$ cat config.mk
export PLATFORM = sky130hd
export DESIGN_NAME = schoening_solver_flat
export DESIGN_NICKNAME = d
export VERILOG_FILES = /design/src/rtl/schoening_solver_pkg.sv /design/src/rtl/schoening_solver_if.sv /design/src/rtl/schoening_solver_unsat_select.sv /design/src/rtl/schoening_solver.sv /design/src/flat_wrapper.sv
export SDC_FILE = /design/constraint.sdc
export NUM_CORES = 2
export LEC_CHECK = 0
export BUFFER_PORTS_ARGS = -buffer_cell sky130_fd_sc_hd__buf_4
export CELL_PAD_IN_SITES_DETAIL_PLACEMENT = 2
export CELL_PAD_IN_SITES_GLOBAL_PLACEMENT = 2
export CORE_AREA = 2 2 323 405
export CTS_BUF_LIST = sky130_fd_sc_hd__clkbuf_2
export CTS_CLUSTER_DIAMETER = 80
export DETAILED_ROUTE_END_ITERATION = 6
export DIE_AREA = 0 0 325 407
export PLACE_DENSITY = 0.82
export SYNTH_ARGS = -nofsm -noshare
export SYNTH_HDL_FRONTEND = slang
export SYNTH_SLANG_ARGS = --single-unit
$ cat constraint.sdc
create_clock -name clk -period 7.3 [get_ports clk]
set_clock_uncertainty 0.15 [all_clocks]
set_input_delay 0.73 -clock clk [delete_from_list [all_inputs] [get_ports clk]]
set_output_delay 0.73 -clock clk [all_outputs]
set_load 0.03 [all_outputs]
$ cat src/rtl/schoening_solver_pkg.sv
// schoening_solver_pkg: shared types, constants and width helper for the Schoening solver
package schoening_solver_pkg;
    typedef enum logic [1:0] {IDLE, INIT, CHECK, DONE} state_t;
    localparam logic [31:0] LFSR_TAPS = 32'h8020_0003;
    function automatic int log2c(input int v);
        int r;
        r = 1;
        for (int i = 1; i < 31; i++) if ((1 << i) < v) r = i + 1;
        return r;
    endfunction
endpackage

$ cat src/rtl/schoening_solver_if.sv
// schoening_solver_if: formula load port plus start/done search handshake
interface schoening_solver_if
    import schoening_solver_pkg::*;
#(
    parameter int N = 32,
    parameter int M = 16,
    parameter int K = 3,
    parameter int TRIES = 64
);
    logic                        load_en;
    logic [log2c(M)-1:0]         load_clause;
    logic [log2c(K)-1:0]         load_slot;
    logic [log2c(N+1):0]         load_lit;
    logic                        start;
    logic                        busy;
    logic                        done;
    logic                        sat;
    logic [N-1:0]                solution;
    logic [log2c(TRIES+1)-1:0]   tries_used;
    modport master(output load_en, load_clause, load_slot, load_lit, start,
                   input busy, done, sat, solution, tries_used);
    modport slave(input load_en, load_clause, load_slot, load_lit, start,
                  output busy, done, sat, solution, tries_used);
endinterface

$ cat src/rtl/schoening_solver_unsat_select.sv
// unsat_select: fair pick of one unsatisfied clause via rotate / priority-encode / rotate back
module unsat_select
    import schoening_solver_pkg::*;
#(
    parameter int M = 16
) (
    input  logic [M-1:0]          unsat,
    input  logic [log2c(M)-1:0]   rot,
    output logic [M-1:0]          pick,
    output logic                  none
);
    logic [M-1:0] rl, first;
    always_comb begin
        rl    = M'(({unsat, unsat} << rot) >> M);
        first = rl & (~rl + 1'b1);
        pick  = M'({first, first} >> rot);
        none  = ~|unsat;
    end
endmodule

$ cat src/rtl/schoening_solver.sv
// schoening_solver: loadable CNF store plus Schoening random-walk search engine
module schoening_solver
    import schoening_solver_pkg::*;
#(
    parameter int N = 32,
    parameter int M = 16,
    parameter int K = 3,
    parameter int FLIPS = 96,
    parameter int TRIES = 64,
    parameter logic [31:0] SEED = 32'hACE1_0001
) (
    input logic clk,
    input logic reset,
    schoening_solver_if.slave bus
);
    localparam int CW = log2c(M);
    localparam int LSW = log2c(K);
    // one spare index bit so an all-ones index always lies beyond N-1
    localparam int VW = log2c(N + 1);
    localparam int LW = VW + 1;
    localparam int TW = log2c(TRIES + 1);
    localparam int FW = log2c(FLIPS + 1);
    localparam logic [LW-1:0] PAD = '1;
    localparam logic [31:0] SEED_NZ = (SEED == 32'd0) ? 32'd1 : SEED;

    state_t            state;
    logic [31:0]       lfsr;
    logic [LW-1:0]     lits [M][K];
    logic [N-1:0]      asg, flip_mask, init_asg;
    logic [FW-1:0]     flip_cnt;
    logic [M-1:0]      unsat, pick;
    logic              none;
    logic [CW-1:0]     raw_c, r_c;
    logic [LSW-1:0]    raw_l, r_l;
    logic [VW-1:0]     chosen;
    logic              loadable;

    function automatic logic lit_true(input logic [LW-1:0] l, input logic [N-1:0] a);
        lit_true = 1'b0;
        for (int i = 0; i < N; i++) if (l[LW-1:1] == VW'(i) && a[i] == l[0]) lit_true = 1'b1;
    endfunction

    assign raw_c = lfsr[CW-1:0];
    assign raw_l = lfsr[CW+LSW-1:CW];
    assign r_c = ({1'b0, raw_c} >= (CW+1)'(M)) ? raw_c - CW'(M) : raw_c;
    assign r_l = ({1'b0, raw_l} >= (LSW+1)'(K)) ? raw_l - LSW'(K) : raw_l;
    assign loadable = (state == IDLE) || (state == DONE);

    always_comb begin
        unsat = '0;
        for (int c = 0; c < M; c++) begin
            unsat[c] = 1'b1;
            for (int s = 0; s < K; s++) if (lit_true(lits[c][s], asg)) unsat[c] = 1'b0;
        end
    end

    unsat_select #(.M(M)) u_sel (.unsat(unsat), .rot(r_c), .pick(pick), .none(none));

    always_comb begin
        chosen = '0;
        flip_mask = '0;
        init_asg = '0;
        for (int c = 0; c < M; c++) if (pick[c]) chosen = lits[c][r_l][LW-1:1];
        for (int i = 0; i < N; i++) begin
            flip_mask[i] = (chosen == VW'(i));
            init_asg[i] = lfsr[i % 32];
        end
    end

    always_ff @(posedge clk or negedge reset)
        if (!reset) lfsr <= SEED_NZ;
        else lfsr <= {1'b0, lfsr[31:1]} ^ (lfsr[0] ? LFSR_TAPS : 32'd0);

    always_ff @(posedge clk or negedge reset)
        if (!reset) begin
            for (int c = 0; c < M; c++)
                for (int s = 0; s < K; s++) lits[c][s] <= PAD;
        end else if (loadable && bus.load_en && {1'b0, bus.load_clause} < (CW+1)'(M)
                     && {1'b0, bus.load_slot} < (LSW+1)'(K))
            lits[bus.load_clause][bus.load_slot] <= bus.load_lit;

    always_ff @(posedge clk or negedge reset)
        if (!reset) begin
            state <= IDLE;
            asg <= '0;
            flip_cnt <= '0;
            bus.busy <= 1'b0;
            bus.done <= 1'b0;
            bus.sat <= 1'b0;
            bus.solution <= '0;
            bus.tries_used <= '0;
        end else case (state)
            IDLE, DONE: if (bus.start) begin
                state <= INIT;
                bus.busy <= 1'b1;
                bus.done <= 1'b0;
                bus.sat <= 1'b0;
                bus.tries_used <= '0;
            end
            INIT: begin
                asg <= init_asg;
                flip_cnt <= FW'(FLIPS);
                bus.tries_used <= bus.tries_used + 1'b1;
                state <= CHECK;
            end
            CHECK: if (none) begin
                state <= DONE;
                bus.busy <= 1'b0;
                bus.done <= 1'b1;
                bus.sat <= 1'b1;
                bus.solution <= asg;
            end else if (flip_cnt == '0 && bus.tries_used == TW'(TRIES)) begin
                state <= DONE;
                bus.busy <= 1'b0;
                bus.done <= 1'b1;
                bus.sat <= 1'b0;
                bus.solution <= '0;
            end else if (flip_cnt == '0) state <= INIT;
            else begin
                asg <= asg ^ flip_mask;
                flip_cnt <= flip_cnt - 1'b1;
            end
            default: state <= IDLE;
        endcase
endmodule
$ cat src/flat_wrapper.sv
// flat-port wrapper written by rule: the top's interface ports become plain ports
module schoening_solver_flat import schoening_solver_pkg::*;
#(
    parameter int N = 32,
    parameter int M = 16,
    parameter int K = 3,
    parameter int FLIPS = 96,
    parameter int TRIES = 64,
    parameter logic [31:0] SEED = 32'hACE1_0001
)
  (clk, reset, bus_load_en, bus_load_clause, bus_load_slot, bus_load_lit, bus_start, bus_busy, bus_done, bus_sat, bus_solution, bus_tries_used);
  schoening_solver_if #(.N(N), .M(M), .K(K), .TRIES(TRIES)) bus_i ();
  input logic clk;
  input logic reset;
  input wire logic [$bits(bus_i.load_en)-1:0] bus_load_en;
  input wire logic [$bits(bus_i.load_clause)-1:0] bus_load_clause;
  input wire logic [$bits(bus_i.load_slot)-1:0] bus_load_slot;
  input wire logic [$bits(bus_i.load_lit)-1:0] bus_load_lit;
  input wire logic [$bits(bus_i.start)-1:0] bus_start;
  output wire logic [$bits(bus_i.busy)-1:0] bus_busy;
  output wire logic [$bits(bus_i.done)-1:0] bus_done;
  output wire logic [$bits(bus_i.sat)-1:0] bus_sat;
  output wire logic [$bits(bus_i.solution)-1:0] bus_solution;
  output wire logic [$bits(bus_i.tries_used)-1:0] bus_tries_used;
  assign bus_i.load_en = bus_load_en;
  assign bus_i.load_clause = bus_load_clause;
  assign bus_i.load_slot = bus_load_slot;
  assign bus_i.load_lit = bus_load_lit;
  assign bus_i.start = bus_start;
  assign bus_busy = bus_i.busy;
  assign bus_done = bus_i.done;
  assign bus_sat = bus_i.sat;
  assign bus_solution = bus_i.solution;
  assign bus_tries_used = bus_i.tries_used;
  schoening_solver #(.N(N), .M(M), .K(K), .FLIPS(FLIPS), .TRIES(TRIES), .SEED(SEED)) u_core (.clk(clk), .reset(reset), .bus(bus_i));
endmodule
==> impl_metrics.yaml, run 1 <==
clock_network:
  clock_sinks: 451
  clk_path_buf_depth: 3
  htreeDepth: 4
  cts_root_buffer: "clkbuf_2"
  cts_buffers: 144
run_status:
  error: "[ERROR GRT-0232] Routing congestion too high. Check the congestion heatmap in the GUI."
  lastStage: "global routing"
  outcome: "aborted with a tool error"
logic_synthesis:
  yosys.area.top_type_share_pct: 16.9
  synth_seq_cells: 451
  synth_nets: 6304
  yosysMostFrequentCell: "xor2_1"
  syn_inst: 6280
  synthTopCellsByArea: "dfstp_2 17%, xor2_1 8.0%, mux2_2 7.3%"
  synth_flop_cell: "dfstp_2"
  synth_edf_count: 0
  synth_common_cells: "492 x xor2_1, 416 x xnor2_1, 404 x clkbuf_1"
  synth-seq-area-share_pct: 21.9
  synthesis.area_um2: 53600
  synth_top_cell_by_area: "dfstp_2"
  yosys_warnings: 0
  synthArstFlopShare_pct: 100
  synth.avg_cell_area_um2: 8.54
  ys_types: 133
timing:
  grt_worst_setup_endpoint: "u_core.asg[24]$_DFFE_PN0P_/D"
  worstEpCategory: "register input"
die:
  die_x_um: 325
  initial_core_util_pct: 41.8
  die_h_um: 407
  fp-row-count: 147
  ios: 59
placement:
  io_buffers: 58
  dp_hpwl_um: 241000
  pre_cts_ws_ns: -1.71
  gp_congestion: 1.04
global_route:
  gr-total-overflow: 57
  grtUsageTotal_pct: 77.8
  grt_max_degree: 162
per-stage QoR:
stage	setup TNS [ns]	std cells	cell area [um^2]	hold WS (ns)
after CTS	-13.03	8847	66700	0.0142
after global placement	-37.90	8449	62600	0.207
after detailed placement	-47.51	8449	62600	0.215
after floorplan	0	6280	53600	0.203
logic make-up after synthesis:
kind of cell,share of synthesized area [%]
AOI/OAI and AO/OA,18.9
xor gates and xnor gates,14.8
adders and majority gates,0.163
and+or+nand+nor,19.8
buffers and inverters,8.23
muxes,16.2
DFF,21.9
metal layers:
metal | track usage, % | overflow
met1 | 74.8 | 0
met5 | 43.4 | 0
met3 | 64.8 | 1
met2 | 93.7 | 31
met4 | 80.7 | 25
timing repair:
item                                    in CTS
pin swaps                                  107
endpoints found under the setup margin      32
setup buffers                              105
hold buffers                                38
hold endpoints to repair                   517
resized for setup                          289
==> inputs of run 2 (changes only) <==
- CELL_PAD_IN_SITES_DETAIL_PLACEMENT: 2 -> default
- CELL_PAD_IN_SITES_GLOBAL_PLACEMENT: 2 -> default
- CORE_AREA: 2 2 323 405 -> 2 2 395 397
- CTS_BUF_LIST: sky130_fd_sc_hd__clkbuf_2 -> default
- CTS_CLUSTER_DIAMETER: 80 -> default
- DIE_AREA: 0 0 325 407 -> 0 0 397 399
- PLACE_DENSITY: 0.82 -> default
- PLACE_DENSITY_LB_ADDON: default -> 0.15
==> run 2 against run 1 <==
The flow now finishes, with violations (setup timing); synthesized area unchanged; synthesized cell count unchanged.
==> impl_metrics.yaml, run 2 <==
detailed_routing:
  met1Wirelength_um: 120000
  wire_per_inst_um: 31.5
  vias_per_cell: 6.23
  routed.top_layer: "met5"
  wl_met3_um: 23300
  first_iter_violations: 6278
  wl_met2_um: 121000
  totalWireLength_um: 282000
  firstDrtPassIters: 6
  detail-route-antenna-nets: 0
  via_count: 55700
  drc: 0
final_layout:
  final_cell_mix: "1,067 x buf_4, 492 x xor2_1, 412 x xnor2_1"
  areaGrowthSynthToFinish_pct: 26.1
  mostFrequentLayoutCell: "buf_4"
  drive_above_1_share_pct: 35.4
  nets: 6871
  design_area_um2: 67600
  largest_reg_flops: 336
  nFillCells: 15200
  post-route-util_pct: 44.0
  largest-register: "u_core.lits"
power:
  p_per_area_nw_per_um2: 470
  irDropWorstVdd_v: 0.000406
  p_leak_nw: 26.0
  total_power_mw: 31.8
setup_path:
  critPathMaxFanout: 6
  required_ns: 7.83
  path_delay_family: "compound AO/OA/AOI/OAI gates"
  path_buf_inv: 11
  crit_top_cell: "buf_4"
  crit_start: "u_core.asg[22]"
  worstSetupStartpointType: "flop"
  r2r-end: "u_core.asg[31]"
  crit_type: "flop to flop"
  cp_slowest_cell: "nand4_1"
  endpoint_kind: "flop"
  r2r_cells: 31
  r2r-start: "u_core.asg[22]"
  slowest_delay_ns: 0.60
  r2r_slack_ns: -0.48
  arrival_ns: 8.31
min_path:
  hold_end: "u_core.bus.tries_used[4]"
  min_path_type: "input port to flop"
  holdPathStages: 4
  hold_start: "bus_start"
run_status:
  outcome: "finished with violations"
  violations: "setup timing"
die:
  coreArea_um2: 154000
  die_h_um: 399
  initial_core_util_pct: 34.9
  ios: 59
  die_x_um: 397
  fp-row-count: 144
  dieArea_um2: 158000
placement:
  place_area_um2: 62900
  dp_hpwl_um: 202000
  pre_cts_ws_ns: -1.48
  io_buffers: 58
  gp_congestion: 0.989
timing:
  setup_tns_ns: -11.33
  min_period_over_period_pct: 107
  fmax_mhz: 128
  hold_viol_final: 0
  fin_ws_ns: -0.484
  slew_headroom_pct: 22.1
  slew_violations: 0
  fin_crit_ns: 7.78
  setup_violations: 32
  rsz0062_at_grt: "yes"
  worst_pin_slew_ns: 1.17
flow_run:
  cap_violations: 0
clock_network:
  clk_latency_ns: 0.77
  cts_buffers: 61
  clkTransAtPathRegs_ns: 0.07
  clock_sinks: 451
  clk_path_buf_depth: 3
  cts_tree: "built"
  htreeDepth: 2
  cts_root_buffer: "clkbuf_16"
logic_synthesis:
  synth_nets: 6304
  synth-seq-area-share_pct: 21.9
  synthArstFlopShare_pct: 100
  ys_types: 133
  synthesis.area_um2: 53600
  yosys_warnings: 0
  synth_edf_count: 0
  synth.avg_cell_area_um2: 8.54
  yosysMostFrequentCell: "xor2_1"
  synth_seq_cells: 451
  synthTopCellsByArea: "dfstp_2 17%, xor2_1 8.0%, mux2_2 7.3%"
  synth_common_cells: "492 x xor2_1, 416 x xnor2_1, 404 x clkbuf_1"
  yosys.area.top_type_share_pct: 16.9
  syn_inst: 6280
  synth_flop_cell: "dfstp_2"
  synth_top_cell_by_area: "dfstp_2"
global_route:
  grt_max_degree: 119
  gr-total-overflow: 0
  antenna_found_initial: 12
  grt_pass1_wl_um: 400000
  grt_pass1_vias: 53500
  grtUsageTotal_pct: 34.4
[run 2: where the power goes]
part           switching (mW)  internal (mW)
registers                1.52           3.53
clock network            1.46           1.91
logic                    12.9           10.5
[run 2: layout make-up]
type / count / area, um^2 / area share [%]
repair buffers: 1266 / 11500 / 17.1
diodes: 5 / 12.5 / 0.0185
well taps: 2044 / 2560 / 3.78
clock inverters: 40 / 537 / 0.794
clock buffers: 76 / 1650 / 2.45
flip-flops and latches: 451 / 11800 / 17.5
multi-input cells: 4948 / 39000 / 57.7
inverters: 119 / 450 / 0.666
[run 2: per-stage QoR]
step / cells / hold slack (ns)
global route: 8945 / 0.204
detailed placement: 8728 / 0.211
global placement: 8728 / 0.208
CTS: 8911 / 0.164
floorplan: 6280 / 0.203
finish: 8949 / 0.194
[run 2: cells by family after synthesis]
| kind of cell | count (synthesis) | synth area share, % |
|---|---|---|
| fa+ha+maj | 7 | 0.163 |
| simple gates | 1902 | 19.8 |
| buf+inv | 881 | 8.23 |
| mux | 779 | 16.2 |
| flops | 451 | 21.9 |
| compound gates | 1352 | 18.9 |
| xor+xnor | 908 | 14.8 |
[run 2: what timing repair did]
action	4_1_cts	5_1_grt
hold buffers	1	0
buffers inserted	76	36
endpoints found under the setup margin	32	32
gates cloned	1	0
pin swaps	67	54
endpoints found under the hold margin	7	0
gates resized for setup	243	98
[run 2: per-layer routing]
layer  global-route usage, %  up-vias
met5                       0        -
met4                    17.7        2
met3                    5.64      714
met2                    52.2     2928
met1                    46.8    27800
li1                        -    24300
[run 2: how the worst max path moves through the flow]
stage / endpoint / slack [ns] / cells after the start
after CTS: u_core.asg[29] / -0.35 / 30
after detailed placement: u_core.asg[0] / -1.48 / 33
after floorplan: u_core.asg[23] / 0.94 / 22
final: u_core.asg[31] / -0.48 / 31
after global routing: u_core.asg[16] / -0.48 / 34
after global placement: u_core.asg[0] / -1.52 / 32
[run 2: worst register-to-register path: cells and delay by family, from the launching register on]
family          cells  cell delay, ns
compound gates     11            2.35
xor+xnor            1            0.18
buf+inv            11            2.11
flops               1            0.51
mux                 3            0.93
simple gates        5            1.46
Power figures use the tool's default switching activity.
